## src/rtl/mx_int8_dequant_bf16.sv

```systemverilog
// MXINT8 block decoder: latches one E8M0 scale + BLOCK_SIZE int8 elements, streams bf16 LANES per beat.
// First beat one cycle after accept; out_ready_i low freezes all outputs and keeps in_ready_o low.
module mx_int8_dequant_bf16 #(
  parameter int BLOCK_SIZE = 32,
  parameter int LANES      = 4
) (
  input  logic                    clk_i,
  input  logic                    rst_ni,
  input  logic                    in_valid_i,
  output logic                    in_ready_o,
  input  logic [7:0]              scale_i,
  input  logic [8*BLOCK_SIZE-1:0] elem_i,
  output logic                    out_valid_o,
  input  logic                    out_ready_i,
  output logic [16*LANES-1:0]     out_data_o,
  output logic                    out_last_o,
  output logic [LANES-1:0]        out_uflow_o,
  output logic [LANES-1:0]        out_oflow_o
);

  localparam int NBEATS = BLOCK_SIZE / LANES;
  localparam int CW     = (NBEATS > 1) ? $clog2(NBEATS) : 1;
  localparam logic [CW-1:0] LAST_BEAT = CW'(NBEATS - 1);

  typedef enum logic {ST_IDLE = 1'b0, ST_STREAM = 1'b1} state_t;

  state_t                  r_state, w_state_nxt;
  logic [CW-1:0]           r_cnt, w_cnt_nxt;
  logic [7:0]              r_scale, w_scale_nxt;
  logic [8*BLOCK_SIZE-1:0] r_elem, w_elem_nxt;
  logic                    r_out_valid, r_out_last;
  logic [16*LANES-1:0]     r_out_data, w_data_nxt;
  logic [LANES-1:0]        r_out_uflow, r_out_oflow, w_uflow_nxt, w_oflow_nxt;
  logic [17:0]             w_lane_nxt [LANES];
  logic                    w_out_fire, w_accept;

  // Result packing: {uflow, oflow, bf16}
  function automatic logic [17:0] f_cvt(input logic [7:0] s, input logic [7:0] e);
    logic [7:0]        m;
    logic [6:0]        mant;
    logic [2:0]        p;
    logic signed [9:0] ex;
    logic              sg;
    sg = e[7];
    m  = sg ? (8'd0 - e) : e;
    p  = 3'd0;
    for (int i = 0; i < 8; i++) begin
      if (m[i]) p = 3'(i);
    end
    mant = 7'(m << (3'd7 - p));
    ex   = $signed({2'b00, s}) + $signed({7'b0, p}) - 10'sd6;
    if (s == 8'hFF)          f_cvt = {2'b00, 16'h7FC0};
    else if (e == 8'd0)      f_cvt = 18'd0;
    else if (ex <= 10'sd0)   f_cvt = {2'b10, sg, 15'b0};
    else if (ex >= 10'sd255) f_cvt = {2'b01, sg, 8'hFF, 7'b0};
    else                     f_cvt = {2'b00, sg, ex[7:0], mant};
  endfunction

  assign w_out_fire = r_out_valid & out_ready_i;
  assign in_ready_o = (r_state == ST_IDLE) | (w_out_fire & r_out_last);
  assign w_accept   = in_valid_i & in_ready_o;

  always_comb begin
    w_state_nxt = r_state;
    w_cnt_nxt   = r_cnt;
    w_scale_nxt = r_scale;
    w_elem_nxt  = r_elem;
    if (w_accept) begin
      w_state_nxt = ST_STREAM;
      w_cnt_nxt   = '0;
      w_scale_nxt = scale_i;
      w_elem_nxt  = elem_i;
    end else if (r_state == ST_STREAM && w_out_fire) begin
      if (r_out_last) begin
        w_state_nxt = ST_IDLE;
        w_cnt_nxt   = '0;
      end else begin
        w_cnt_nxt = r_cnt + CW'(1);
      end
    end
  end

  // Outputs are computed from next-cycle block/counter so they register in step with the state.
  for (genvar j = 0; j < LANES; j++) begin : g_lane
    logic [7:0] w_e;
    assign w_e           = w_elem_nxt[8*(int'(w_cnt_nxt)*LANES + j) +: 8];
    assign w_lane_nxt[j] = f_cvt(w_scale_nxt, w_e);
  end

  always_comb begin
    w_data_nxt  = '0;
    w_uflow_nxt = '0;
    w_oflow_nxt = '0;
    for (int j = 0; j < LANES; j++) begin
      w_data_nxt[16*j +: 16] = w_lane_nxt[j][15:0];
      w_uflow_nxt[j]         = w_lane_nxt[j][17];
      w_oflow_nxt[j]         = w_lane_nxt[j][16];
    end
  end

  always_ff @(posedge clk_i or negedge rst_ni) begin
    if (!rst_ni) begin
      r_state     <= ST_IDLE;
      r_cnt       <= '0;
      r_scale     <= '0;
      r_elem      <= '0;
      r_out_valid <= 1'b0;
      r_out_last  <= 1'b0;
      r_out_data  <= '0;
      r_out_uflow <= '0;
      r_out_oflow <= '0;
    end else begin
      r_state     <= w_state_nxt;
      r_cnt       <= w_cnt_nxt;
      r_scale     <= w_scale_nxt;
      r_elem      <= w_elem_nxt;
      r_out_valid <= (w_state_nxt == ST_STREAM);
      r_out_last  <= (w_state_nxt == ST_STREAM) && (w_cnt_nxt == LAST_BEAT);
      r_out_data  <= w_data_nxt;
      r_out_uflow <= w_uflow_nxt;
      r_out_oflow <= w_oflow_nxt;
    end
  end

  assign out_valid_o = r_out_valid;
  assign out_last_o  = r_out_last;
  assign out_data_o  = r_out_data;
  assign out_uflow_o = r_out_uflow;
  assign out_oflow_o = r_out_oflow;

endmodule

```

## config.mk

```make
export PLATFORM = sky130hd
export DESIGN_NAME = mx_int8_dequant_bf16
export DESIGN_NICKNAME = d
export VERILOG_FILES = /design/src/rtl/mx_int8_dequant_bf16.sv
export SDC_FILE = /design/constraint.sdc
export NUM_CORES = 1
export LEC_CHECK = 0
export ABC_AREA = 1
export BUFFER_PORTS_ARGS = -buffer_cell sky130_fd_sc_hd__buf_2
export CORE_MARGIN = 3
export CORE_UTILIZATION = 50
export DETAILED_ROUTE_END_ITERATION = 10
export PLACE_DENSITY = 0.76
export SYNTH_ARGS = -nofsm -noshare
export SYNTH_HDL_FRONTEND = slang
export SYNTH_SLANG_ARGS = --single-unit
```

## constraint.sdc

```tcl
create_clock -name clk_i -period 13.2 [get_ports clk_i]
set_input_delay 1.32 -clock clk_i [delete_from_list [all_inputs] [get_ports clk_i]]
set_output_delay 1.32 -clock clk_i [all_outputs]
set_load 0.02 [all_outputs]
```

==> Yosys cells after proc, flatten, opt, wreduce, memory -nomap -nowiden <==
Cells that the tools add are included.
W data, S select, Z words.
{ "totals": {"ff_bits": 341, "inputBits": 268, "out_inout_bits": 75, "elab_cells": 113} }
{ "op_classes": {"addsub": 20, "order_cmp": 8, "n_eq_ne": 2, "n_shift": 8, "mux": 56, "bitwise": 5, "n_reduce_logical": 6} }
{ "ops": {"columns": ["operator", "n"], "rows": [
  ["$shiftx A256 B10 Y8", 3],
  ["$mux W256", 1],
  ["$shiftx A256 B9 Y8", 1],
  ["$mux W18", 12],
  ["$mux W3", 27],
  ["$mux W17", 4],
  ["$ge A10 B9 Y1 const B", 4],
  ["$le A10 B1 Y1 const B", 4],
  ["$mux W8", 5],
  ["$sub A9 B3 Y10 const B", 4],
  ["$add A8 B3 Y9", 4],
  ["$logic_not A8 Y1", 4],
  ["$shl A8 B3 Y7", 4],
  ["$sub A1 B8 Y8 const A", 4],
  ["$add A5 B2 Y6 const B", 2],
  ["$sub A3 B3 Y3 const A", 4],
  ["$eq A8 B8 Y1 const B", 1],
  ["$mux W1", 7],
  ["$add A5 B1 Y6 const B", 1],
  ["$add A3 B1 Y3 const B", 1],
  ["$and A1 B1 Y1", 3],
  ["$eq A3 B3 Y1 const B", 1],
  ["$logic_and A1 B1 Y1", 2],
  ["$not A1 Y1", 1],
  ["$or A1 B1 Y1", 1]
]} }

==> Logic depth before layout (Yosys ltp) <==
Gate-level depths: netlist of run 1.
{ "depth": {"ltp_word": 23, "depth_mapped": 43, "depth_no_buf": 42} }

==> Least setup slack after synthesis of run 1 <==
Ideal clock, no wire load.
{ "synth_timing": {"path_type": "input -> register", "start": "input out_ready_i", "end": "register r_out_data[4], in the netlist out_data_o[4]", "setup_ns": 0.119, "t_arrival_ns": 5.726, "t_required_ns": 13.081, "setup_slack_ns": 7.355, "cell_stages": 40, "path_buffers": 2, "cell_sequence": "inv_1 nand2_1 nand3_4 buf_6 buf_2 nand2_1 nand2_1 nand2_1 nand3_1 nand3_1 nand2_1 ha_1 nand2_1 nor2_2 nand2_1 nand3b_1 nand2_1 nand2_1 [4 not listed] inv_1 ha_1 fa_1 a21oi_1 nor2_1 nor2_1 xor2_1 inv_1 nor3_1 nand3_1 nand2_1 clkinv_1 nand3_1 nor2_1 nand2_1 nand2_1 nand2_1 nor2_1"} }
{ "synth_between": {"elab_chain_cells": 22, "elab_cells_between_ends": 31, "classes_between": "add/sub (4); order compare (2); eq/ne (1); shift (2); mux (16); bitwise (4); reduce/logical (2)"} }
{ "synth_rtl": {"columns": ["element", "line_no", "text"], "rows": [
  ["from (decl)", "14", "input logic out_ready_i,"],
  ["$and A1 B1 Y1 *", "59", "assign w_out_fire = r_out_valid & out_ready_i;"],
  ["$and A1 B1 Y1", "60", "assign in_ready_o = (r_state == ST_IDLE) | (w_out_fire & r_out_last);"],
  ["$or A1 B1 Y1", "60", null],
  ["$and A1 B1 Y1", "61", "assign w_accept = in_valid_i & in_ready_o;"],
  ["$mux W256 or $mux W3 (tied branches)", "68", "if (w_accept) begin"],
  ["$shiftx A256 B9 Y8", "86", "assign w_e = w_elem_nxt[8*(int'(w_cnt_nxt)*LANES + j) +: 8];"],
  ["$sub A1 B8 Y8", "45", "m = sg ? (8'd0 - e) : e;"],
  ["$mux W8", "45", null],
  ["[7 not listed]", null, null],
  ["$add A8 B3 Y9", "51", "ex = $signed({2'b00, s}) + $signed({7'b0, p}) - 10'sd6;"],
  ["$sub A9 B3 Y10", "51", null],
  ["$ge A10 B9 Y1", "55", "else if (ex >= 10'sd255) f_cvt = {2'b01, sg, 8'hFF, 7'b0};"],
  ["$mux W17", "55", null],
  ["$mux W18", "54", "else if (ex <= 10'sd0) f_cvt = {2'b10, sg, 15'b0};"],
  ["$mux W18", "53", "else if (e == 8'd0) f_cvt = 18'd0;"],
  ["$mux W18 *", "52", "if (s == 8'hFF) f_cvt = {2'b00, 16'h7FC0};"],
  ["net w_data_nxt[4]", "32", "logic [16*LANES-1:0] r_out_data, w_data_nxt;"],
  ["to (signal assigned)", "119", "r_out_data <= w_data_nxt;"],
  ["to (decl)", "32", null]
]} }
Mark *: on every way through the listed nets, which the timed path passes. The rest lies on a longest branch.

==> Worst setup path after layout of run 1 <==
{ "layout_timing": {"start": "input out_ready_i", "end": "register r_out_data[37], in the netlist out_data_o[37]"} }
{ "layout_between": {"elab_chain_cells": 23, "elab_cells_between_ends": 32, "classes_between": "add/sub (5); order compare (2); eq/ne (1); shift (2); mux (16); bitwise (4); reduce/logical (2)"} }
{ "layout_rtl": {"columns": ["element", "line_no"], "rows": [
  ["$and A1 B1 Y1 *", "59"],
  ["$and A1 B1 Y1", "60"],
  ["$or A1 B1 Y1", "60"],
  ["$and A1 B1 Y1", "61"],
  ["$mux W3", "68"],
  ["$add A5 B2 Y6", "86"],
  ["$shiftx A256 B10 Y8", "86"],
  ["$sub A1 B8 Y8", "45"],
  ["[8 not listed]", null],
  ["$add A8 B3 Y9", "51"],
  ["$sub A9 B3 Y10", "51"],
  ["$ge A10 B9 Y1", "55"],
  ["$mux W17", "55"],
  ["$mux W18", "54"],
  ["$mux W18", "53"],
  ["$mux W18 *", "52"],
  ["net w_data_nxt[37]", "32"]
]} }
Marks and branches as above.

==> summary.md, run 1 <==
| Metric | Value |
|---|---|
| Final core occ | `0.594` |
| Yosys warnings | `0` |
| Top Ports | `343` |
| Failing checks | `design-rule violations` |
| Final worst path period need | `8120 ps` |
| Initial DRC Count | `1464` |
| CP arrival | `8580 ps` |
| CTS Root Cell | `clkbuf_16` |
| IO Port Bufs | `342` |
| Area contributors post-synth | `dfrtp_1 (46%), nand2_1 (19%), inv_1 (6.1%)` |
| Avg Inst Size Synth | `7.30 um2` |
| DR vias | `17900` |
| Cell variety after synth | `48` |
| Post-synthesis cell area | `18700 um2` |
| Post-CTS Setup Inserts | `0` |
| # diodes | `0` |
| Max-Cap Viols | `0` |
| Cells after synthesis | `2565` |
| Largest family of logic cells by synthesized area | `simple AND/OR/NAND/NOR gates` |
| Post-Route WL | `58.5 mm` |
| CP max FO | `94` |
| DRC | `1` |
| Fin Setup TNS | `0 ps` |
| H-tree Lvls | `2` |
| Skew-Pair Late Insertion Delay | `550 ps` |
| Synthesized flop and latch total | `341` |
| Post-Synth Adder-Cell Area | `0.0290` |
| CP most frequent cell | `nand2_1` |
| Critical hold path startpoint | `r_elem[16]` |
| Min-delay worst type | `register to register` |
| Status | `finished, violations left` |
| Clock Skew | `30.0 ps` |
| Startpoint types | `input port` |
| Core area | `36800 um2` |
| RePlAce Congestion | `0.977` |
| Actual slew at the worst max-slew pin | `1200 ps` |
| Crit-path slowest cell | `buf_4` |
| Max Fclk | `123 MHz` |
| Synth-to-Final Area Change | `16.7%` |
| Die area | `39800 um2` |
| Routed length per instance | `17.4 um` |
| Initial antenna violation count | `0` |
| Placed cell count | `3282` |
| Post-synth top cells | `nand2_1 (952), dfrtp_1 (341), inv_1 (304), nand3_1 (221), nor2_1 (176)` |
| # setup viols final | `0` |
| Area leader, netlist | `dfrtp_1` |
| Drt first pass iters | `10` |
| GRT overflow | `0` |
| Hold_buf cts | `0` |
| CTS tree | `yes` |
| Final Max Tran Viols | `0` |
| Largest stage delay, worst path | `870 ps` |
| Top_reg_cell synth | `dfrtp_1` |
| Slew headroom | `0.188` |
| Rows | `70` |
| Simple-gate share of the synthesized area | `0.333` |
| Antenna-violating nets left | `0` |
| Register area share after synthesis | `0.456` |
| Compound-Gate Fraction of Synth Area | `0.0734` |
| RSZ-0062 raised after global routing | `no` |
| Clock Tree Buf Depth | `3` |
| R2R setup slack | `5490 ps` |
| Die Ht | `200 um` |
| Ys async rst share | `1.00` |
| Largest net degree at the start of global routing | `160` |
| Setup CP Type | `input port to register` |
| Nets | `3165` |
| Post-synth EDFFs | `0` |
| Crit path from | `out_ready_i` |
| Final hold violations | `0` |
| Hold Worst Slack | `470 ps` |
| Period utilisation layout | `0.615` |
| First-pass GRT wire length | `90.7 mm` |
| Post-synth top area share | `0.456` |
| CTS Buf Count | `40` |
| Reg clk slew, reported paths | `60 ps` |
| Worst Path Required | `13670 ps` |
| Mux contribution to synthesized area | `0` |
| Starting Density | `0.509` |
| Die W | `200 um` |
| Synth Area in XOR/XNOR | `0.0112` |
| Layout Cells excl Fill | `3352` |
| Number of global-route vias before repair | `17600` |
| Final HPWL DP | `41.4 mm` |
| Post-CTS sizing | `0` |
| CTS Sinks | `341` |
| Critical path capture point type | `register` |
| Fraction of layout cells with a size suffix above 1 | `0.175` |
| Vias per cell | `5.34` |
| R2r startpoint | `out_last_o` |
| Most common cell in the netlist | `nand2_1` |
| GRT Resource Usage Total | `0.289` |
| Fillers | `3402` |
[critical path, delay by kind of cell]
| kind | cells | cell delay (ps) |
|---|---|---|
| simple gates | 26 | 3340 |
| buf+inv | 8 | 2240 |
| fa+ha+maj | 3 | 1070 |
| compound gates | 2 | 270 |
| xor+xnor | 1 | 210 |
[cell usage in the layout, fill, tap and decap left out, types with 3 or more instances in the layout]
master,Yosys,final
o211ai_1,18,18
inv_2,27,27
clkbuf_16,0,40
clkbuf_8,0,9
xor2_1,24,24
nand2_4,5,5
nor3_1,10,10
ha_1,37,37
or2_2,8,8
nand2_1,952,952
clkbuf_1,27,11
nand3_2,14,14
clkinv_1,5,5
o21a_1,8,8
nor3_2,3,3
nor4_1,6,6
nand2_2,16,16
nand3_1,221,221
buf_4,6,9
o21ai_1,35,35
nor2_4,3,3
inv_1,304,304
o21ai_0,136,136
nor2_1,176,176
o21ai_2,6,6
buf_2,63,341
fa_1,4,4
nand4_1,20,20
nor2_2,5,5
clkinv_2,0,4
nand3b_1,5,5
and2_1,7,7
conb_1,1,4
dfrtp_1,341,341
a21oi_1,43,43
[final cells by class]
| type | instances | area (um2) | share of cell area |
|---|---|---|---|
| Sequential cell | 341 | 8530 | 0.391 |
| Multi-Input combinational cell | 1785 | 8370 | 0.383 |
| Timing Repair Buffer | 352 | 1810 | 0.0828 |
| Inverter | 336 | 1260 | 0.0577 |
| Clock buffer | 60 | 1170 | 0.0534 |
| Tap cell | 468 | 586 | 0.0268 |
| Clock inverter | 10 | 121 | 0.00555 |
[stage by stage]
stage / instance area [um2] / worst slack, ps
2_1_floorplan: 18700 / 7350
3_3_place_gp: 20600 / 4890
3_5_place_dp: 20600 / 4660
4_1_cts: 21800 / 5160
5_1_grt: 21800 / 4220
6_report: 21800 / 5080
[flip-flops by register name, indices dropped and copies added (netlist names)]
signal       count
r_elem         256
out_uflow_o      4
out_valid_o      1
out_last_o       1
r_scale          8
out_oflow_o      4
r_cnt            3
out_data_o      64
[metal layers]
| metal | share of wire | global-route usage |
|---|---|---|
| met3 | 0.078 | 0.0459 |
| met2 | 0.46 | 0.473 |
| met1 | 0.41 | 0.377 |
| met5 | 0 | 0 |
| met4 | 0.049 | 0.138 |
[worst paths after layout]
path,to,cells past startpoint
max,out_data_o[37],40
min,r_elem[16],2
max reg2reg,out_data_o[37],39
min reg2reg,r_elem[16],2
max in group asynchronous,r_elem[221],2
min in group asynchronous,out_data_o[43],1
[logic make-up after synthesis]
kind of cell,count (synthesis)
adder cells (fa/ha/maj),41
AO/OA/AOI/OAI,252
XOR/XNOR,24
buffers and inverters,442
other,1
AND/OR/NAND/NOR,1464
flip-flops,341
Power of run 1 is left out: the tool's default activity adds up to more than one toggle a clock period on the data nets, which glitch-free logic cannot reach.
==> inputs of run 2 (changes only) <==
Settings changed: PLACE_DENSITY 0.76 to 0.79.
Clock period 13.2 ns to 7.17 ns, I/O delays scaled along.
==> run 2 against run 1 <==
The run now ends clean. First-iteration DRC count down 9.5%. Clock-buffer cell count down 8. Via count up 0.30%. Core utilization up 0.67 points. Clock skew down 10 ps. Non-clock buffer count up 16. Die area unchanged. Global-route usage up 0.58 points. Critical path depth down 2. Critical path type is now register to register.
==> summary.md, run 2 (synthesis gave the netlist of run 1 again) <==
| Metric | Value |
|---|---|
| Drt first pass iters | `6` |
| Hold_buf cts | `0` |
| CTS Sinks | `341` |
| Most common cell after layout, fill and taps aside | `nand2_1` |
| Vias per cell | `5.33` |
| Nets | `3179` |
| Skew-Pair Late Insertion Delay | `560 ps` |
| Number of global-route vias before repair | `17800` |
| CP most frequent cell | `nand2_1` |
| Worst Path Required | `7630 ps` |
| Final hold violations | `0` |
| Largest net degree at the start of global routing | `116` |
| DRC | `0` |
| Post-CTS Setup Inserts | `0` |
| Max reg flops | `256` |
| R2R setup slack | `700 ps` |
| First-pass GRT wire length | `92.4 mm` |
| Post-Route WL | `58.7 mm` |
| Period utilisation layout | `0.902` |
| Critical path capture point type | `register` |
| Post-CTS sizing | `0` |
| Status | `complete, no violations` |
| Die Ht | `200 um` |
| H-tree Lvls | `2` |
| Fraction of layout cells with a size suffix above 1 | `0.182` |
| CTS tree | `yes` |
| Clock Tree Buf Depth | `3` |
| Fin Setup TNS | `0 ps` |
| RePlAce Congestion | `0.967` |
| Final HPWL DP | `42.2 mm` |
| Final worst path period need | `6470 ps` |
| CTS Buf Count | `38` |
| Fillers | `3324` |
| Register bank with the most flops | `r_elem` |
| GRT overflow | `0` |
| Final Max Tran Viols | `0` |
| Setup CP Type | `register to register` |
| CP arrival | `6930 ps` |
| Antenna-violating nets left | `0` |
| Starting Density | `0.509` |
| Synth-to-Final Area Change | `18.0%` |
| GRT Resource Usage Total | `0.295` |
| IO Port Bufs | `342` |
| # setup viols final | `0` |
| CP max FO | `84` |
| Routed length per instance | `17.4 um` |
| Actual slew at the worst max-slew pin | `928 ps` |
| Max Fclk | `155 MHz` |
| Initial antenna violation count | `2` |
| Min-delay worst type | `input port to asynchronous set/reset pin` |
| Slew headroom | `0.382` |
| Clock Skew | `19.6 ps` |
| Rows | `70` |
| Crit-path slowest cell | `dfrtp_1` |
| Core area | `36800 um2` |
| Reg clk slew, reported paths | `60 ps` |
| Initial DRC Count | `1325` |
| Die W | `200 um` |
| Top Ports | `343` |
| Most frequent cells in the layout | `nand2_1 (952), buf_2 (341), dfrtp_1 (341)` |
| CTS Root Cell | `clkbuf_16` |
| Startpoint types | `register` |
| Largest stage delay, worst path | `470 ps` |
| RSZ-0062 raised after global routing | `no` |
| Max-Cap Viols | `0` |
| DR vias | `18000` |
| Die area | `39800 um2` |
## run 2: cell count changes in the layout (fill, tap and decap cells not counted), moves of 2 or more
cell / delta
inv_6: -2
bufinv_16: +3
diode_2: +2
clkinv_2: +3
buf_12: +5
clkbuf_1: -6
buf_4: +11
## run 2: area by class of cell
| type | count | area (um2) | area share |
|---|---|---|---|
| antenna | 2 | 5.00 | 0.000227 |
| clock buffer | 52 | 1100 | 0.0500 |
| timing repair buffer | 368 | 1990 | 0.0901 |
| tap | 468 | 586 | 0.0265 |
| sequential | 341 | 8530 | 0.386 |
| multi-input combinational | 1785 | 8370 | 0.379 |
| clock inverter | 17 | 241 | 0.0109 |
| inverter | 336 | 1260 | 0.0571 |
## run 2: per-layer routing
| metal | vias to the layer above | GRT usage | share of wire |
|---|---|---|---|
| li1 | 8595 | - | - |
| met5 | - | 0 | 0 |
| met2 | 816 | 0.486 | 0.47 |
| met4 | 0 | 0.137 | 0.047 |
| met3 | 149 | 0.0486 | 0.079 |
| met1 | 8397 | 0.382 | 0.41 |
## run 2: worst paths after layout
kind | startpoint | to | depth (start not counted)
worst min-delay path | rst_ni | out_data_o[57] | 1
worst min register to register | r_elem[0] | r_elem[0] | 2
min in group clk_i | elem_i[165] | r_elem[165] | 3
worst max-delay path | out_last_o | out_data_o[3] | 38
max in group asynchronous | rst_ni | r_elem[52] | 2
worst max register to register | out_last_o | out_data_o[3] | 38
## run 2: per-stage QoR
step	instance area (um2)	setup slack, ps	hold slack, ps	util	std cells
after floorplan	18700	1930	421	-	2568
after detailed placement	20700	528	460	0.564	3298
after CTS	22100	842	272	0.601	3367
final	22100	704	251	0.601	3369
after global routing	22100	47.2	309	0.601	3369
after global placement	20700	654	450	0.564	3298
## run 2: worst max-delay path: cells and delay by family (launching register included)
kind            cells  cell delay, ps
fa+ha+maj           4            1190
flops               1             470
compound gates      2             260
xor+xnor            1             250
buf+inv             8            1280
simple gates       23            2850
Power of run 2 is left out for the same reason.
